[config.mk]
export PLATFORM = sky130hd
export DESIGN_NAME = eth_rxaddrfilter
export DESIGN_NICKNAME = d
export VERILOG_FILES = /design/src/rtl/eth_rxfilter_pkg.sv /design/src/rtl/eth_rxaddr_slot.sv /design/src/rtl/eth_rxaddrfilter.sv
export SDC_FILE = /design/constraint.sdc
export NUM_CORES = 1
export LEC_CHECK = 0
export ABC_AREA = 1
export CELL_PAD_IN_SITES_DETAIL_PLACEMENT = 0
export CELL_PAD_IN_SITES_GLOBAL_PLACEMENT = 2
export CORE_ASPECT_RATIO = 1.1
export CORE_UTILIZATION = 16
export CTS_BUF_LIST = sky130_fd_sc_hd__clkbuf_4
export CTS_CLUSTER_DIAMETER = 50
export CTS_CLUSTER_SIZE = 12
export DETAILED_ROUTE_END_ITERATION = 7
export PLACE_DENSITY = 0.87
export SKIP_LAST_GASP = 1
export SYNTH_ARGS = -nofsm -noshare
export SYNTH_HDL_FRONTEND = slang
export SYNTH_HIERARCHICAL = 1
export SYNTH_SLANG_ARGS = --single-unit
[constraint.sdc]
create_clock -name MRxClk -period 2.32 [get_ports MRxClk]
set_clock_uncertainty 0.15 [all_clocks]
set_input_delay 0.232 -clock MRxClk [delete_from_list [all_inputs] [get_ports MRxClk]]
set_output_delay 0.232 -clock MRxClk [all_outputs]
set_load 0.005 [all_outputs]
[src/rtl/eth_rxfilter_pkg.sv]
// Shared types and constants for the RX destination-address filter.
package eth_rxfilter_pkg;

   typedef enum logic [2:0] {
      IDLE      = 3'd0,
      DA        = 3'd1,
      DECIDE    = 3'd2,
      WAIT_HASH = 3'd3,
      DONE      = 3'd4
   } rxfState_t;

   typedef enum logic [2:0] {
      MT_NONE    = 3'd0,
      MT_UCAST   = 3'd1,
      MT_MCAST   = 3'd2,
      MT_BCAST   = 3'd3,
      MT_PROMISC = 3'd4
   } matchType_t;

   localparam int DA_BYTES = 6;

   // Selects DA byte idx of a 48-bit MAC held in register order (byte 0 = MSB).
   function automatic logic [7:0] daByte(input logic [47:0] addr, input logic [2:0] idx);
      logic [7:0] b;
      case (idx)
         3'd0:    b = addr[47:40];
         3'd1:    b = addr[39:32];
         3'd2:    b = addr[31:24];
         3'd3:    b = addr[23:16];
         3'd4:    b = addr[15:8];
         3'd5:    b = addr[7:0];
         default: b = 8'h00;
      endcase
      return b;
   endfunction

endpackage

[src/rtl/eth_rxaddr_slot.sv]
// One exact-match slot: running byte-wise comparison of the DA against a MAC.
module eth_rxaddr_slot
   import eth_rxfilter_pkg::*;
(
   input  logic        MRxClk,
   input  logic        Resetn,
   input  logic [47:0] MacAddr,
   input  logic [7:0]  RxByte,
   input  logic [2:0]  ByteIdx,
   input  logic        ByteValid,
   input  logic        Clear,
   input  logic        Enable,
   output logic        Match
);

   logic byteEq;

   assign byteEq = (RxByte == daByte(MacAddr, ByteIdx)) & Enable;

   // Flag restarts on byte 0 and is ANDed with every following byte compare.
   always_ff @(posedge MRxClk or negedge Resetn) begin
      if (!Resetn) begin
         Match <= 1'b0;
      end else if (Clear) begin
         Match <= 1'b0;
      end else if (ByteValid) begin
         if (ByteIdx == 3'd0)
            Match <= byteEq;
         else
            Match <= Match & byteEq;
      end
   end

endmodule

[src/rtl/eth_rxaddrfilter.sv]
// RX destination-address filter: exact-match slots, multicast hash,
// broadcast and promiscuous controls, one registered decision per frame.
module eth_rxaddrfilter
   import eth_rxfilter_pkg::*;
#(
   parameter int NUM_MAC   = 4,
   parameter int HASH_BITS = 6,
   parameter int IDX_W     = (NUM_MAC > 1) ? $clog2(NUM_MAC) : 1
) (
   input  logic                    MRxClk,
   input  logic                    Resetn,
   input  logic                    RxStartFrm,
   input  logic                    StateDA,
   input  logic [7:0]              RxByte,
   input  logic                    RxByteValid,
   input  logic                    RxEndFrm,
   input  logic                    r_Pro,
   input  logic                    r_Bro,
   input  logic [48*NUM_MAC-1:0]   MacTable,
   input  logic [NUM_MAC-1:0]      MacEn,
   input  logic [2**HASH_BITS-1:0] HashTable,
   input  logic [HASH_BITS-1:0]    CrcHash,
   input  logic                    CrcHashGood,
   output logic                    FilterDone,
   output logic                    RxAddressInvalid,
   output logic                    Address_mismatch,
   output logic                    AddressMiss,
   output logic [2:0]              MatchType,
   output logic [IDX_W-1:0]        MatchIdx
);

   rxfState_t          state, stateNext;
   logic [2:0]         byteCnt;
   logic               stateDaQ;
   logic               bcastFlag, mcastFlag;
   logic               hashSeen, hashHit;
   logic [NUM_MAC-1:0] slotHit;
   logic               byteTake, lastByte, runtAbort;
   logic               hitNow;
   logic               anySlot;
   logic [IDX_W-1:0]   hitIdx;
   logic               decide, reject;
   matchType_t         typeNext;
   logic [IDX_W-1:0]   idxNext;

   assign byteTake  = (state == DA) & StateDA & RxByteValid & (byteCnt < 3'(DA_BYTES));
   assign lastByte  = byteTake & (byteCnt == 3'(DA_BYTES - 1));
   // A falling StateDA before the sixth byte means a runt: abandon silently.
   assign runtAbort = (state == DA) & stateDaQ & ~StateDA;
   // A hash pulse in the resolving cycle takes precedence over the latched value.
   assign hitNow    = CrcHashGood ? HashTable[CrcHash] : hashHit;

   genvar k;
   generate
      for (k = 0; k < NUM_MAC; k++) begin : gSlot
         eth_rxaddr_slot uSlot (
            .MRxClk   (MRxClk),
            .Resetn   (Resetn),
            .MacAddr  (MacTable[48*k +: 48]),
            .RxByte   (RxByte),
            .ByteIdx  (byteCnt),
            .ByteValid(byteTake),
            .Clear    (RxStartFrm),
            .Enable   (MacEn[k]),
            .Match    (slotHit[k])
         );
      end
   endgenerate

   // Lowest matching slot index wins.
   always_comb begin
      anySlot = |slotHit;
      hitIdx  = '0;
      for (int i = NUM_MAC - 1; i >= 0; i--) begin
         if (slotHit[i])
            hitIdx = IDX_W'(i);
      end
   end

   // Next-state and decision logic; rejects report MatchType NONE.
   always_comb begin
      stateNext = state;
      decide    = 1'b0;
      reject    = 1'b0;
      typeNext  = MT_NONE;
      idxNext   = '0;
      case (state)
         IDLE: ;
         DA: begin
            if (lastByte)
               stateNext = DECIDE;
            else if (RxEndFrm || runtAbort)
               stateNext = IDLE;
         end
         DECIDE: begin
            decide = 1'b1;
            if (r_Pro) begin
               typeNext = MT_PROMISC;
            end else if (bcastFlag) begin
               if (r_Bro) reject   = 1'b1;
               else       typeNext = MT_BCAST;
            end else if (anySlot) begin
               typeNext = MT_UCAST;
               idxNext  = hitIdx;
            end else if (mcastFlag && hashSeen) begin
               if (hashHit) typeNext = MT_MCAST;
               else         reject   = 1'b1;
            end else if (mcastFlag && !RxEndFrm) begin
               decide    = 1'b0;
               stateNext = WAIT_HASH;
            end else begin
               reject = 1'b1;
            end
            if (decide)
               stateNext = RxEndFrm ? IDLE : DONE;
         end
         WAIT_HASH: begin
            if (CrcHashGood || hashSeen) begin
               decide = 1'b1;
               if (hitNow) typeNext = MT_MCAST;
               else        reject   = 1'b1;
               stateNext = RxEndFrm ? IDLE : DONE;
            end else if (RxEndFrm) begin
               decide    = 1'b1;
               reject    = 1'b1;
               stateNext = IDLE;
            end
         end
         DONE: begin
            if (RxEndFrm)
               stateNext = IDLE;
         end
         default: stateNext = IDLE;
      endcase
      if (RxStartFrm) begin
         stateNext = DA;
         decide    = 1'b0;
         reject    = 1'b0;
      end
   end

   // FSM state register and StateDA history for runt detection.
   always_ff @(posedge MRxClk or negedge Resetn) begin
      if (!Resetn) begin
         state    <= IDLE;
         stateDaQ <= 1'b0;
      end else begin
         state    <= stateNext;
         stateDaQ <= StateDA;
      end
   end

   // Per-frame byte counter, broadcast/multicast flags and sticky hash capture.
   always_ff @(posedge MRxClk or negedge Resetn) begin
      if (!Resetn) begin
         byteCnt   <= '0;
         bcastFlag <= 1'b0;
         mcastFlag <= 1'b0;
         hashSeen  <= 1'b0;
         hashHit   <= 1'b0;
      end else if (RxStartFrm) begin
         byteCnt   <= '0;
         bcastFlag <= 1'b0;
         mcastFlag <= 1'b0;
         hashSeen  <= 1'b0;
         hashHit   <= 1'b0;
      end else begin
         if (byteTake) begin
            byteCnt   <= byteCnt + 3'd1;
            bcastFlag <= ((byteCnt == 3'd0) | bcastFlag) & (RxByte == 8'hFF);
            if (byteCnt == 3'd0)
               mcastFlag <= RxByte[0];
         end
         if (CrcHashGood && (state != IDLE)) begin
            hashSeen <= 1'b1;
            hashHit  <= HashTable[CrcHash];
         end
      end
   end

   // Decision outputs; a reject that coincides with frame end leaves the
   // invalid level low because the frame is already over.
   always_ff @(posedge MRxClk or negedge Resetn) begin
      if (!Resetn) begin
         FilterDone       <= 1'b0;
         Address_mismatch <= 1'b0;
         RxAddressInvalid <= 1'b0;
         AddressMiss      <= 1'b0;
         MatchType        <= 3'd0;
         MatchIdx         <= '0;
      end else begin
         FilterDone       <= decide;
         Address_mismatch <= decide & reject;
         if (RxEndFrm)
            RxAddressInvalid <= 1'b0;
         else if (decide && reject)
            RxAddressInvalid <= 1'b1;
         if (RxStartFrm) begin
            AddressMiss <= 1'b0;
            MatchType   <= 3'd0;
            MatchIdx    <= '0;
         end else if (decide) begin
            AddressMiss <= reject;
            MatchType   <= typeNext;
            MatchIdx    <= idxNext;
         end
      end
   end

endmodule

==> reports/metrics.yaml <==
critical_path:
  path_delay_family: "simple AND/OR/NAND/NOR gates"
  crit_chain: "buf_12, buf_8, nor2_4, buf_6, nand3_1, o21ai_0, nor2_1, nand2_1, nand2_1, nand2_1, nand2_1, nor2_1, nand2_1, a21oi_2"
  crit_path_frequent_cell: "nand2_1"
  worst-path-max-fanout: 7
  required_ps: 2450
  startpoint_type: "flip-flop"
  cpPeakStageDelay_ps: 570
  critPathKind: "flip-flop to flip-flop"
  path_buf_inv: 3
  crit_arrival_ps: 2360
  crit_slowest_cell: "dfrtp_4"
  end_kind: "flip-flop"
synth:
  synthTopCellsByCount: "nand2_1 (297), nand3_1 (136), inv_1 (133)"
  async_reset_ff_frac: 1.00
  synthCells: 886
  synth_area_um2: 4570
  synth_edf_count: 0
  yosysWarnings: 6
  syn_nets: 1172
  avgSynthCellArea_um2: 5.16
  synth_area_leader_cell: "nand2_1"
  synthTopCellsByArea: "nand2_1 (24%), nand3_1 (15%), dfrtp_1 (13%)"
  synth.most_common_cell: "nand2_1"
  ys_ff_latch: 24
  synthFlopType: "dfrtp_1"
  netlist.area_leader.share: 0.244
  seq_area_frac_synth: 0.131
  synth_cell_type_count: 31
global_route:
  grt_overflow: 0
  track_usage: 0.144
  antenna_found_initial: 2
  grt_pass1_wl_um: 32700
  grt_max_degree: 33
  first_global_vias: 6233
power_and_ir_drop:
  p_switching_mw: 0.643
  p_leak_nw: 4.07
  internal_power_mw: 1.26
  sequentialPowerShare: 0.236
  power.density_nw_per_um2: 229
  switching_share: 0.339
  combPwrFrac: 0.597
  clockPowerShare: 0.167
  peakVddDrop_mv: 0.215
floorplanning:
  die_h_um: 179
  core_area_um2: 27900
  initial_core_util: 0.163
  die_w_um: 163
  top_level_ports: 292
  die-area_um2: 29200
  rows: 64
detailed_routing:
  drcViolationCount: 0
  via_per_inst: 4.23
  first_iter_violations: 361
  firstDrtPassIters: 5
  wl_per_cell_um: 14.3
  drt_wl_total_um: 22400
  route.vias.total: 6618
  drtAntennaViolNets: 0
clock_network:
  clkTransAtPathRegs_ps: 150
  numCtsBuffers: 3
  cts_sinks: 24
  cts-root-buf: "clkbuf_4"
  insertion_delay_ps: 330
  htreeDepth: 1
  clk_path_buf_depth: 2
  cts_tree: "built"
finish:
  design_area_um2: 8290
  drive_above_1_share: 0.0858
  area_delta_synth_final_pct: 81.5
  final_net_count: 1488
timing:
  setup_tns_ps: 0
  setup_viol: 0
  post-route-period-util: 0.960
  fmax_ghz: 0.449
  rsz0062_at_grt: "yes"
  layout_min_cycle_time_ps: 2230
  slew_headroom: 0.665
  drv_slew: 0
  timing.final.hold_violations: 0
  tightest_slew_ps: 499
placement:
  dpl.hpwl_um: 18400
  globalplace.congestion: 0.826
  numPortBuffers: 291
  placed_cell_area_um2: 7960
outcome:
  status: "finished, final reports clean"
hold_path:
  min_path_type: "input port to async pin"
run:
  cap_violations: 0
## state kept, by name, indices dropped and copies added, names as in the netlist
name / cells
RxAddressInvalid: 1
hashSeen: 1
FilterDone: 1
bcastFlag: 1
byteCnt: 3
stateDaQ: 1
gSlot.uSlot/Match: 4
MatchType: 3
Address_mismatch: 1
hashHit: 1
state: 3
MatchIdx: 2
AddressMiss: 1
mcastFlag: 1
## cell usage in the layout, fill, tap and decap left out, drive strengths merged
| cell type | synthesis | final |
|---|---|---|
| nand2 | 302 | 302 |
| clkdlybuf4s50 | 0 | 291 |
| nand3 | 142 | 142 |
| inv | 143 | 140 |
| nor2 | 104 | 104 |
| buf | 28 | 47 |
| nand4 | 45 | 45 |
| a21oi | 36 | 36 |
| dfrtp | 24 | 24 |
| o21ai | 20 | 20 |
| nand3b | 9 | 9 |
| o21bai | 5 | 5 |
| nor3 | 4 | 4 |
| a32o | 4 | 4 |
| or2 | 4 | 4 |
| and3 | 4 | 4 |
| clkbuf | 0 | 4 |
| a31oi | 3 | 3 |
| ha | 3 | 3 |
| clkinvlp | 0 | 3 |
| diode | 0 | 2 |
| o21a | 2 | 2 |
| o31ai | 1 | 1 |
| o22ai | 1 | 1 |
| o22a | 1 | 1 |
| o311ai | 1 | 1 |
| bufinv | 0 | 1 |
## what timing repair did
item,CTS,global route
resized for setup,1,29
endpoints found under the setup margin,2,4
gates cloned,0,1
setup buffers,0,18
hold buffers,0,0
pin swaps,0,5
## area by class of cell
class	count	area, um^2
Fill cell	3111	19700
Timing Repair Buffer	339	3370
Multi-Input combinational cell	691	3240
Sequential cell	24	609
Inverter	143	553
Tap cell	363	454
Clock inverter	1	30.0
Clock buffer	3	22.5
Antenna cell	2	5.00
## kinds of logic after synthesis
| family | share of synthesized area |
|---|---|
| and+or+nand+nor | 0.597 |
| adders and majority gates | 0.00822 |
| buffers and inverters | 0.170 |
| AOI/OAI and AO/OA | 0.0934 |
| DFF | 0.131 |
## power by group through the flow
stage	Clock, mW	Combinational [mW]	Sequential [mW]
after detailed placement	0	1.11	0.457
after global placement	0	1.11	0.456
final	0.318	1.13	0.448
after floorplan	0	0.447	0.455
after global routing	0.353	1.26	0.451
after CTS	0.331	1.11	0.449
## final timing paths
path	from	depth (start not counted)	slack, ps	to
max reg2reg	byteCnt[1]$_DFFE_PN0P_	14	90	gSlot[3].uSlot/Match$_DFFE_PN0P_
min in group MRxClk	StateDA	1	280	stateDaQ$_DFF_PN0_
min reg2reg	AddressMiss$_DFFE_PN0P_	2	370	AddressMiss$_DFFE_PN0P_
max in group asynchronous	Resetn	2	1660	byteCnt[1]$_DFFE_PN0P_
max	byteCnt[1]$_DFFE_PN0P_	14	90	gSlot[3].uSlot/Match$_DFFE_PN0P_
min	Resetn	2	90	hashSeen$_DFFE_PN0P_
## through the flow
stage	instances	worst slack, ps	hold WS [ps]	util	total power [mW]
after detailed placement	1541	-17.4	331	0.285	1.56
after CTS	1545	-3.53	88.0	0.287	1.89
after global routing	1564	-31.7	77.6	0.296	2.07
after floorplan	886	198	-214	-	0.902
after global placement	1541	-20.1	334	0.285	1.56
final	1566	92.2	92.7	0.297	1.90
## routing by layer
layer | global-route usage | vias up | wire (um)
met2 | 0.277 | 205 | 11400
met5 | 0 | - | 0
met4 | 0.00662 | 0 | 61
li1 | - | 3478 | -
met3 | 0.0187 | 4 | 1340
met1 | 0.175 | 2931 | 9640
(Power assumes the default switching activity.)
